File: src/rtl/sw_decoder_scan.sv
// sw_decoder_scan: registered SEL_W-to-2**SEL_W one-hot decoder for the LED bank.
// Raw switches are synchronised and debounced. An auto-scan mode walks the lit LED.
//
// Ports
//   clk    system clock, rising edge
//   rst_n  asynchronous active-low reset
//   SW     raw select switches, asynchronous to clk
//   MODE   raw mode switch: 0 = decode, 1 = scan (synchronised, not debounced)
//   EN     synchronous enable; 0 blanks LED on the next edge
//   LED    registered one-hot output, active-high
//   STEP   registered one-cycle pulse whenever LED takes a new value
//
// Build option
//   SCAN_PINGPONG_EN  when defined, the scan bounces between the end positions.
//                     When undefined, the scan wraps from the top position to 0.
module sw_decoder_scan #(
   parameter int unsigned SEL_W      = 3,
   parameter int unsigned DEB_CYCLES = 1000,
   parameter int unsigned SCAN_DIV   = 50000000
) (
   input  logic                     clk,
   input  logic                     rst_n,
   input  logic [SEL_W-1:0]         SW,
   input  logic                     MODE,
   input  logic                     EN,
   output logic [(1 << SEL_W)-1:0]  LED,
   output logic                     STEP
);

   localparam int unsigned LED_W = 1 << SEL_W;
   localparam int unsigned DEB_W = (DEB_CYCLES > 1) ? $clog2(DEB_CYCLES) : 1;
   localparam int unsigned PRE_W = (SCAN_DIV > 1) ? $clog2(SCAN_DIV) : 1;
   localparam logic [DEB_W-1:0] DEB_LAST = DEB_W'(DEB_CYCLES - 1);
   localparam logic [PRE_W-1:0] PRE_LAST = PRE_W'(SCAN_DIV - 1);
`ifdef SCAN_PINGPONG_EN
   localparam logic [SEL_W-1:0] POS_MAX  = SEL_W'(LED_W - 1);
`endif

   localparam logic [0:0] ST_DECODE = 1'b0;
   localparam logic [0:0] ST_SCAN   = 1'b1;

   function automatic logic [LED_W-1:0] onehot(input logic [SEL_W-1:0] idx);
      logic [LED_W-1:0] r;
      r      = '0;
      r[idx] = 1'b1;
      return r;
   endfunction

   // Two-flop synchronisers for the asynchronous switch inputs
   logic [SEL_W-1:0] sw_s1, sw_s2;
   logic             mode_s1, mode_s2;

   always_ff @(posedge clk or negedge rst_n) begin
      if (!rst_n) begin
         sw_s1   <= '0;
         sw_s2   <= '0;
         mode_s1 <= 1'b0;
         mode_s2 <= 1'b0;
      end else begin
         sw_s1   <= SW;
         sw_s2   <= sw_s1;
         mode_s1 <= MODE;
         mode_s2 <= mode_s1;
      end
   end

   // Debounce: accept the candidate once it has been seen for DEB_CYCLES synced samples
   logic [SEL_W-1:0] cand, sel_q;
   logic [DEB_W-1:0] deb_cnt, deb_inc;

   assign deb_inc = deb_cnt + DEB_W'(1);

   always_ff @(posedge clk or negedge rst_n) begin
      if (!rst_n) begin
         cand    <= '0;
         sel_q   <= '0;
         deb_cnt <= '0;
      end else if (sw_s2 != cand) begin
         cand    <= sw_s2;
         deb_cnt <= '0;
         // With a single-sample debounce the reload sample is already the accepting one
         if (DEB_LAST == '0) sel_q <= sw_s2;
      end else if (deb_cnt != DEB_LAST) begin
         deb_cnt <= deb_inc;
         if (deb_inc == DEB_LAST) sel_q <= cand;
      end
   end

   // FSM and scan datapath
   logic [0:0]       state, state_d;
   logic [SEL_W-1:0] pos, pos_d, pos_step;
   logic [PRE_W-1:0] presc, presc_d;
   logic [LED_W-1:0] led_d;
`ifdef SCAN_PINGPONG_EN
   logic             dir_up, dir_up_d, dir_step;
`endif

   // Next scan position after a terminal count
`ifdef SCAN_PINGPONG_EN
   always_comb begin
      pos_step = pos;
      dir_step = dir_up;
      if (dir_up) begin
         if (pos == POS_MAX) begin
            pos_step = pos - SEL_W'(1);
            dir_step = 1'b0;
         end else begin
            pos_step = pos + SEL_W'(1);
         end
      end else begin
         if (pos == '0) begin
            pos_step = pos + SEL_W'(1);
            dir_step = 1'b1;
         end else begin
            pos_step = pos - SEL_W'(1);
         end
      end
   end
`else
   assign pos_step = pos + SEL_W'(1);
`endif

   always_ff @(posedge clk or negedge rst_n) begin
      if (!rst_n) begin
         state  <= ST_DECODE;
         pos    <= '0;
         presc  <= '0;
         LED    <= '0;
         STEP   <= 1'b0;
`ifdef SCAN_PINGPONG_EN
         dir_up <= 1'b1;
`endif
      end else begin
         state  <= state_d;
         pos    <= pos_d;
         presc  <= presc_d;
         LED    <= led_d;
         STEP   <= (led_d != LED);
`ifdef SCAN_PINGPONG_EN
         dir_up <= dir_up_d;
`endif
      end
   end

   always_comb begin
      state_d  = state;
      pos_d    = pos;
      presc_d  = presc;
      led_d    = LED;
`ifdef SCAN_PINGPONG_EN
      dir_up_d = dir_up;
`endif
      case (state)
         ST_DECODE: begin
            led_d = onehot(sel_q);
            if (mode_s2) begin
               state_d  = ST_SCAN;
               pos_d    = sel_q;
               presc_d  = '0;
`ifdef SCAN_PINGPONG_EN
               dir_up_d = 1'b1;
`endif
            end
         end
         ST_SCAN: begin
            if (!mode_s2) begin
               // Leaving scan wins over a coincident terminal count
               state_d = ST_DECODE;
               led_d   = onehot(sel_q);
            end else begin
               led_d = onehot(pos);
               if (EN) begin
                  if (presc == PRE_LAST) begin
                     presc_d  = '0;
                     pos_d    = pos_step;
                     led_d    = onehot(pos_step);
`ifdef SCAN_PINGPONG_EN
                     dir_up_d = dir_step;
`endif
                  end else begin
                     presc_d = presc + PRE_W'(1);
                  end
               end
            end
         end
         default: state_d = ST_DECODE;
      endcase
      // Blanking overrides the target; prescaler and position hold while disabled
      if (!EN) led_d = '0;
   end

endmodule

File: config.mk
export PLATFORM = sky130hd
export DESIGN_NAME = sw_decoder_scan
export DESIGN_NICKNAME = d
export VERILOG_FILES = /design/src/rtl/sw_decoder_scan.sv
export SDC_FILE = /design/constraint.sdc
export NUM_CORES = 1
export LEC_CHECK = 0
export CORE_ASPECT_RATIO = 0.6
export CORE_MARGIN = 10
export CORE_UTILIZATION = 50
export DETAILED_ROUTE_END_ITERATION = 8
export PLACE_DENSITY_LB_ADDON = 0.1
export REMOVE_ABC_BUFFERS = 1
export SLEW_MARGIN = 20
export SYNTH_ARGS = -nofsm -noshare
export SYNTH_HDL_FRONTEND = slang
export SYNTH_SLANG_ARGS = --single-unit
File: constraint.sdc
create_clock -name clk -period 3.7 [get_ports clk]
set_input_delay 0.74 -clock clk [delete_from_list [all_inputs] [get_ports clk]]
set_output_delay 0.74 -clock clk [all_outputs]
set_load 0.005 [all_outputs]
==> out/qor.log, run 1 <==
[finish] antenna cells 0
[global_routing] most utilized layer in the global route result met1
[power_and_ir_drop] switching component of the power 0.401 mW
[timing] smallest setup slack after layout 0.942 ns
[synthesis] total standard cell area after synthesis 3230 um2
[clock_network] number of instances resized during post-cts repair 0
[finish] layout overhead on the synthesized area 14.3%
[timing] setup total negative slack 0 ns
[finish] final core utilization 59.6%
[floorplan] # IOs 16
[global_routing] GR Overflow Total 0
[synthesis] share of the synthesized area in compound gates (AO/OA/AOI/OAI) 6.66%
[synthesis] most instantiated flip-flop cell in the synthesis netlist dfrtp_1
[clock_network] clock slew at reported path FFs 0.08 ns
[timing] final setup violating endpoints 0
[drt] final antenna-violating net count 0
[drt] overall via count from detail_route 2380
[power_and_ir_drop] fraction of power consumed by combinational cells 7.7%
[timing] max-slew violation total from the final report 0
[timing] RSZ-0062 raised after global routing no
[synthesis] share of cell area taken by muxes after synthesis 1.98%
[synthesis] number of instances in the synthesized netlist 341
[power_and_ir_drop] pwr/cell area 439 nW/um2
[setup_path] largest driver fanout on the critical path 10
[timing] Least-Margin Pin Slew 0.832 ns
[timing] time the final worst path needs with I/O delays and setup 2.76 ns
[power_and_ir_drop] power share of the sequential group 45.5%
[place] Routability Congestion 0.962
[global_routing] grt met2 use 19.4%
[clock_network] clk root buf clkbuf_8
[setup_path] startpoint type of the worst setup path register
[power_and_ir_drop] Static Leak 1.58 nW
[global_routing] number of antenna violations at the first check in global routing 0
[timing] hold slack 0.299 ns
[floorplan] y dimension of the die 82.3 um
[synthesis] sequential cell area fraction in the yosys report 48.8%
[place] area of placed instances 3440 um2
[finish] layout cells sized above 1 9.70%
[timing] tightest slew margin relative to the limit 44.1%
[synthesis] most common cell in the netlist dfrtp_1
[setup_path] data arrival time of the critical path 2.97 ns
[setup_path] required time of the worst setup path 3.92 ns
[timing] worst clock skew on the final layout 0.00845 ns
[timing] count of final hold-check violations 0
[synthesis] Yosys top cell area share 48.8%
[synthesis] Post-Synth Adder-Cell Area 1.55%
[drt] number of optimization iterations in the first detailed-route pass 5
[synthesis] basic-gate share of the synthesized area counting and, or, nand and nor cells 25.8%
[power_and_ir_drop] total power 1.62 mW
[global_routing] vias in the first global route 2262
[drt] mean routed wirelength per cell 14.5 um
[floorplan] horizontal die dimension 124 um
[finish] number of non-filler instances in the completed layout 445
[synthesis] dominant cell type by area after synthesis dfrtp_1
[setup_path] CP Class reg2reg
[synthesis] number of flops mapped to enable cells by yosys 0
[power_and_ir_drop] clock network fraction of design power 46.8%
[drt] DRC marker count from the first detailed-route iteration 184
[power_and_ir_drop] switching part of the total 24.7%
[finish] post-route cell area 3690 um2
[synthesis] register bit total from synthesis 63
[clock_network] setup repair bufs after CTS 0
[global_routing] GR Layer Usage met3 4.61%
[synthesis] fraction of synthesized cell area in xor and xnor cells 11.6%
[setup_path] Critical Path Sink Type register
[synthesis] most area-consuming cells after synthesis dfrtp_1, xor2_1, nor2_1
[floorplan] number of rows in the core area 22
[global_routing] maximum number of pins on one net before global-route repair 47
[clock_network] worst skew pair latency 0.34 ns
[clock_network] number of sinks on the clock net 63
[synthesis] Async S/R FF share, synth 100%
[clock_network] Max clock buf depth 2
[timing] peak clock frequency supported by timing 363 MHz
[place] count of buffers inserted at the top-level ports 15
[global_routing] GRT Overall Usage 14.1%
[setup_path] worst-case register-to-register setup slack 0.94 ns
[power_and_ir_drop] highest ir drop seen on vdd 0.224 mV
[synthesis] post-synth cell types 43
[drt] total DRC errors in the routed layout 0
[finish] final net count 367
[place] number of placed instances with taps included 429
[drt] final routed wirelength across all metal layers 6.44 mm
[global_routing] met1 track demand over resource in global routing 20.1%
[synthesis] largest family of logic cells by synthesized area simple AND/OR/NAND/NOR gates
[clock_network] number of hold-repair buffers added at the cts stage 0
[worst_hold_path] kind of path behind the tightest hold check in2async
[floorplan] Total Die Area 10200 um2
[power_and_ir_drop] internal power consumption 1.22 mW
[place] Setup WS pre-CTS 0.766 ns
[floorplan] initial standard-cell utilization of the core 52.2%
[outcome] status finished, final reports clean
[timing] final clock period utilization by the worst path 74.5%
[clock_network] total clock buffers created by CTS 9
[synthesis] mean cell area of the mapped netlist 9.47 um2
[synthesis] cell types with the highest counts after synthesis dfrtp_1, nor2_1, nand2_1
[drt] vias per cell 5.35
[clock_network] H-tree level count 3
[place] sum of net half-perimeters after detailed placement 4.55 mm
[synthesis] Yosys Warn Count 0
[floorplan] core area 6190 um2
[job] max-capacitance violation count 0
[finish] FILL cells 542
[global_routing] first-pass GRT wire length 11.3 mm
[clock_network] TritonCTS clock tree yes
## worst paths after layout
check | from | to | cells past startpoint
worst max-delay path | presc[9]$_DFFE_PN0P_ | STEP$_DFF_PN0_ | 7
worst min-delay path | rst_n | mode_s1$_DFF_PN0_ | 1
worst max register to register | presc[9]$_DFFE_PN0P_ | STEP$_DFF_PN0_ | 7
worst min register to register | sw_s1[0]$_DFF_PN0_ | sw_s2[0]$_DFF_PN0_ | 0
max in group asynchronous | rst_n | presc[0]$_DFFE_PN0P_ | 2
min in group clk | sw_s1[0]$_DFF_PN0_ | sw_s2[0]$_DFF_PN0_ | 0
## cells in the final DEF (no fill, tap or decap), drive strengths merged, types with 2 or more instances in the layout
cell / instances
nor2: 50
nor4: 5
xor2: 23
nand3: 24
ha: 4
o211ai: 3
buf: 6
nand2b: 2
o31ai: 2
and4: 2
a21boi: 3
dfrtp: 63
nor4b: 2
mux2i: 3
nor3: 10
or3: 8
inv: 13
or2: 4
clkdlybuf4s50: 14
clkbuf: 9
xnor2: 19
o21ai: 10
bufinv: 3
nand4: 9
or4: 3
nor2b: 3
a211o: 2
nand4b: 4
nand2: 29
and3: 8
mux2: 3
a21oi: 10
## metal layers
layer / part of all wire (%) / vias to the layer above
li1: - / 1209
met1: 53 / 1093
met2: 39 / 73
met3: 6.8 / 5
met4: 0.75 / 0
met5: 0 / -
## final cells by class
type | count | area, um2 | share of cell area, %
clock buffers | 9 | 124 | 3.35
repair buffers | 20 | 183 | 4.95
inverters | 10 | 37.5 | 1.02
flip-flops and latches | 63 | 1580 | 42.7
well taps | 84 | 105 | 2.85
multi-input cells | 252 | 1540 | 41.7
clock inverters | 7 | 128 | 3.46
## power by group through the flow
stage	combinational (mW)	clock, mW	sequential [mW]
floorplan	0.0734	0	0.744
global placement	0.128	0	0.752
detailed placement	0.126	0	0.752
CTS	0.126	0.777	0.738
global route	0.143	0.808	0.743
finish	0.125	0.759	0.739
## critical path, stage by stage (launching register included)
cell	delay, ns
dfrtp_1	0.42
or4_4	0.55
or4_4	0.60
or2_4	0.31
o211ai_1	0.26
xor2_1	0.10
nor4_1	0.28
nand4_1	0.12
## kinds of logic (layout without fill, tap and decap cells)
kind of cell,count (synthesis),in the layout
buffers and inverters,26,46
DFF,63,63
AOI/OAI and AO/OA,35,35
xor gates and xnor gates,42,42
adders and majority gates,4,4
and+or+nand+nor,165,165
muxes,6,6
## sequential cells by signal, indices dropped and copies added (netlist names)
signal,cells
pos,3
presc,26
mode_s1,1
sw_s2,3
state,1
LED,8
sel_q,3
cand,3
deb_cnt,10
STEP,1
mode_s2,1
sw_s1,3
Power figures use the tool's default switching activity.
==> inputs of run 2 (changes only) <==
Clock period 3.7 ns to 2.6 ns, I/O delays scaled along.
==> run 2 against run 1 <==
  * Clock skew shrank 0.0017 ns
  * Non-clock buffer count grew 28
  * Sequential power grew 42%
  * Critical path type unchanged
  * Die area is the same
  * Power grew 31%
  * The flow now finishes with violations (negative setup slack)
  * Register-to-register slack lost 0.96 ns
  * Sequential share of layout area shrank 2.5 points
  * Core utilization grew 3.7 points
  * Combinational power grew 70%
  * Clock power grew 14%
==> out/qor.log, run 2 (synthesized netlist as in run 1, its figures left out) <==
[drt] total DRC errors in the routed layout 0
[setup_path] required time of the worst setup path 2.81 ns
[clock_network] number of hold-repair buffers added at the cts stage 0
[timing] setup total negative slack -0.0207 ns
[place] Routability Congestion 0.895
[drt] final antenna-violating net count 0
[power_and_ir_drop] Static Leak 1.72 nW
[finish] most frequent cells in the layout dfrtp_1, nor2_1, nand2_1
[setup_path] slowest CP cell or4_4
[place] area of placed instances 3660 um2
[floorplan] # IOs 16
[setup_path] CP Class reg2reg
[finish] final net count 395
[finish] register cell area after layout 1580 um2
[global_routing] number of antenna violations at the first check in global routing 0
[global_routing] GR Overflow Total 0
[global_routing] GRT Overall Usage 15.1%
[setup_path] number of cells on the worst reg-to-reg path 7
[worst_hold_path] kind of path behind the tightest hold check in2async
[timing] count of final hold-check violations 0
[finish] multi-input logic area 1580 um2
[outcome] violated checks negative setup slack
[finish] layout cells sized above 1 17.7%
[timing] time the final worst path needs with I/O delays and setup 2.62 ns
[timing] peak clock frequency supported by timing 382 MHz
[finish] most common library cell in the layout ignoring fill and taps dfrtp_1
[finish] layout overhead on the synthesized area 21.3%
[job] max-capacitance violation count 0
[clock_network] Max clock buf depth 2
[setup_path] cells along the critical path or4_4 -> or4_4 -> or3_1 -> nand3_2 -> xor2_1 -> nor4_1 -> nand4_1
[finish] registers with the highest flip-flop counts presc (26), deb_cnt (10), LED (8)
[drt] DRC marker count from the first detailed-route iteration 136
[clock_network] number of sinks on the clock net 63
[place] count of buffers inserted at the top-level ports 15
[drt] number of optimization iterations in the first detailed-route pass 5
[timing] max-slew violation total from the final report 0
[floorplan] y dimension of the die 82.3 um
[clock_network] H-tree level count 3
[floorplan] initial standard-cell utilization of the core 52.2%
[setup_path] largest driver fanout on the critical path 4
[drt] final routed wirelength across all metal layers 7.18 mm
[global_routing] vias in the first global route 2468
[clock_network] TritonCTS clock tree yes
[setup_path] largest stage delay on the critical path 0.58 ns
[outcome] status finished, violations left
[setup_path] startpoint type of the worst setup path register
[clock_network] clock slew at reported path FFs 0.08 ns
[clock_network] clk root buf clkbuf_8
[power_and_ir_drop] pwr/cell area 543 nW/um2
[setup_path] worst-case register-to-register setup slack -0.02 ns
[floorplan] number of rows in the core area 22
[clock_network] total clock buffers created by CTS 9
[timing] final clock period utilization by the worst path 101%
[finish] max reg flops 26
[floorplan] core area 6190 um2
[finish] final core utilization 63.3%
[place] sum of net half-perimeters after detailed placement 5.13 mm
[floorplan] horizontal die dimension 124 um
[timing] worst clock skew on the final layout 0.00673 ns
[drt] overall via count from detail_route 2578
[timing] hold slack 0.175 ns
[setup_path] data arrival time of the critical path 2.84 ns
[finish] post-route cell area 3920 um2
[timing] final setup violating endpoints 1
[timing] Least-Margin Pin Slew 0.436 ns
[setup_path] Critical Path Sink Type register
[place] Setup WS pre-CTS -0.0391 ns
[timing] tightest slew margin relative to the limit 70.7%
[setup_path] Critical Path Most Common Cell or4_4
[drt] mean routed wirelength per cell 15.2 um
[floorplan] Total Die Area 10200 um2
[global_routing] first-pass GRT wire length 12.1 mm
[timing] RSZ-0062 raised after global routing yes
[drt] vias per cell 5.45
[global_routing] maximum number of pins on one net before global-route repair 64
[clock_network] worst skew pair latency 0.35 ns
[finish] register with the most flip-flops presc
[timing] smallest setup slack after layout -0.0207 ns
[finish] antenna cells 0
[finish] FILL cells 524
[power_and_ir_drop] highest ir drop seen on vdd 0.226 mV
-- run 2: changes by cell type in the layout (fill, tap and decap cells not counted), moves of 2 or more --
| cell | before | now |
|---|---|---|
| clkinvlp_4 | 0 | 3 |
| buf_4 | 5 | 28 |
| a21boi_0 | 2 | 0 |
| buf_6 | 0 | 4 |
| bufinv_16 | 3 | 1 |
| a21boi_2 | 1 | 3 |
-- run 2: worst paths after layout --
kind / from / end
min reg2reg: sw_s1[2]$_DFF_PN0_ / sw_s2[2]$_DFF_PN0_
max reg2reg: presc[8]$_DFFE_PN0P_ / STEP$_DFF_PN0_
max in group asynchronous: rst_n / presc[0]$_DFFE_PN0P_
min: rst_n / presc[23]$_DFFE_PN0P_
max: presc[8]$_DFFE_PN0P_ / STEP$_DFF_PN0_
min in group clk: sw_s1[2]$_DFF_PN0_ / sw_s2[2]$_DFF_PN0_
-- run 2: repair_timing --
action | in CTS | in global routing
setup buffers | 0 | 1
setup endpoints to repair | 1 | 27
pin swaps | 3 | 12
resized for setup | 1 | 13
-- run 2: worst max-delay path: cells and delay by family, from the launching register on --
family                    cells  cell delay (ns)
xor gates and xnor gates      1             0.07
DFF                           1             0.38
and+or+nand+nor               6             2.05
-- run 2: routing by layer --
metal | track usage (%) | up-vias | part of all wire, % | routed length, um
li1 | - | 1257 | - | -
met1 | 21.5 | 1230 | 49 | 3510
met2 | 21.2 | 79 | 42 | 3020
met3 | 4.74 | 12 | 7.6 | 543
met4 | 4.75 | 0 | 1.5 | 111
met5 | 0 | - | 0 | 0
-- run 2: per-stage QoR --
step,std cells,total power [mW]
detailed placement,456,1.27
CTS,472,2.15
global placement,456,1.27
global route,473,2.22
finish,473,2.13
floorplan,325,1.16
-- run 2: layout make-up --
type / count / area share (%)
Tap cell: 84 / 2.68
Timing Repair Buffer: 48 / 10.7
Clock inverter: 7 / 2.07
Clock buffer: 9 / 3.16
Inverter: 10 / 0.958
Sequential cell: 63 / 40.2
Multi-Input combinational cell: 252 / 40.2
-- run 2: report_power, final --
part | internal, mW | switching [mW] | leakage (nW)
clock network | 0.453 | 0.416 | 0.0940
logic | 0.0933 | 0.120 | 0.785
registers | 1.01 | 0.0366 | 0.839
total | 1.56 | 0.573 | 1.72
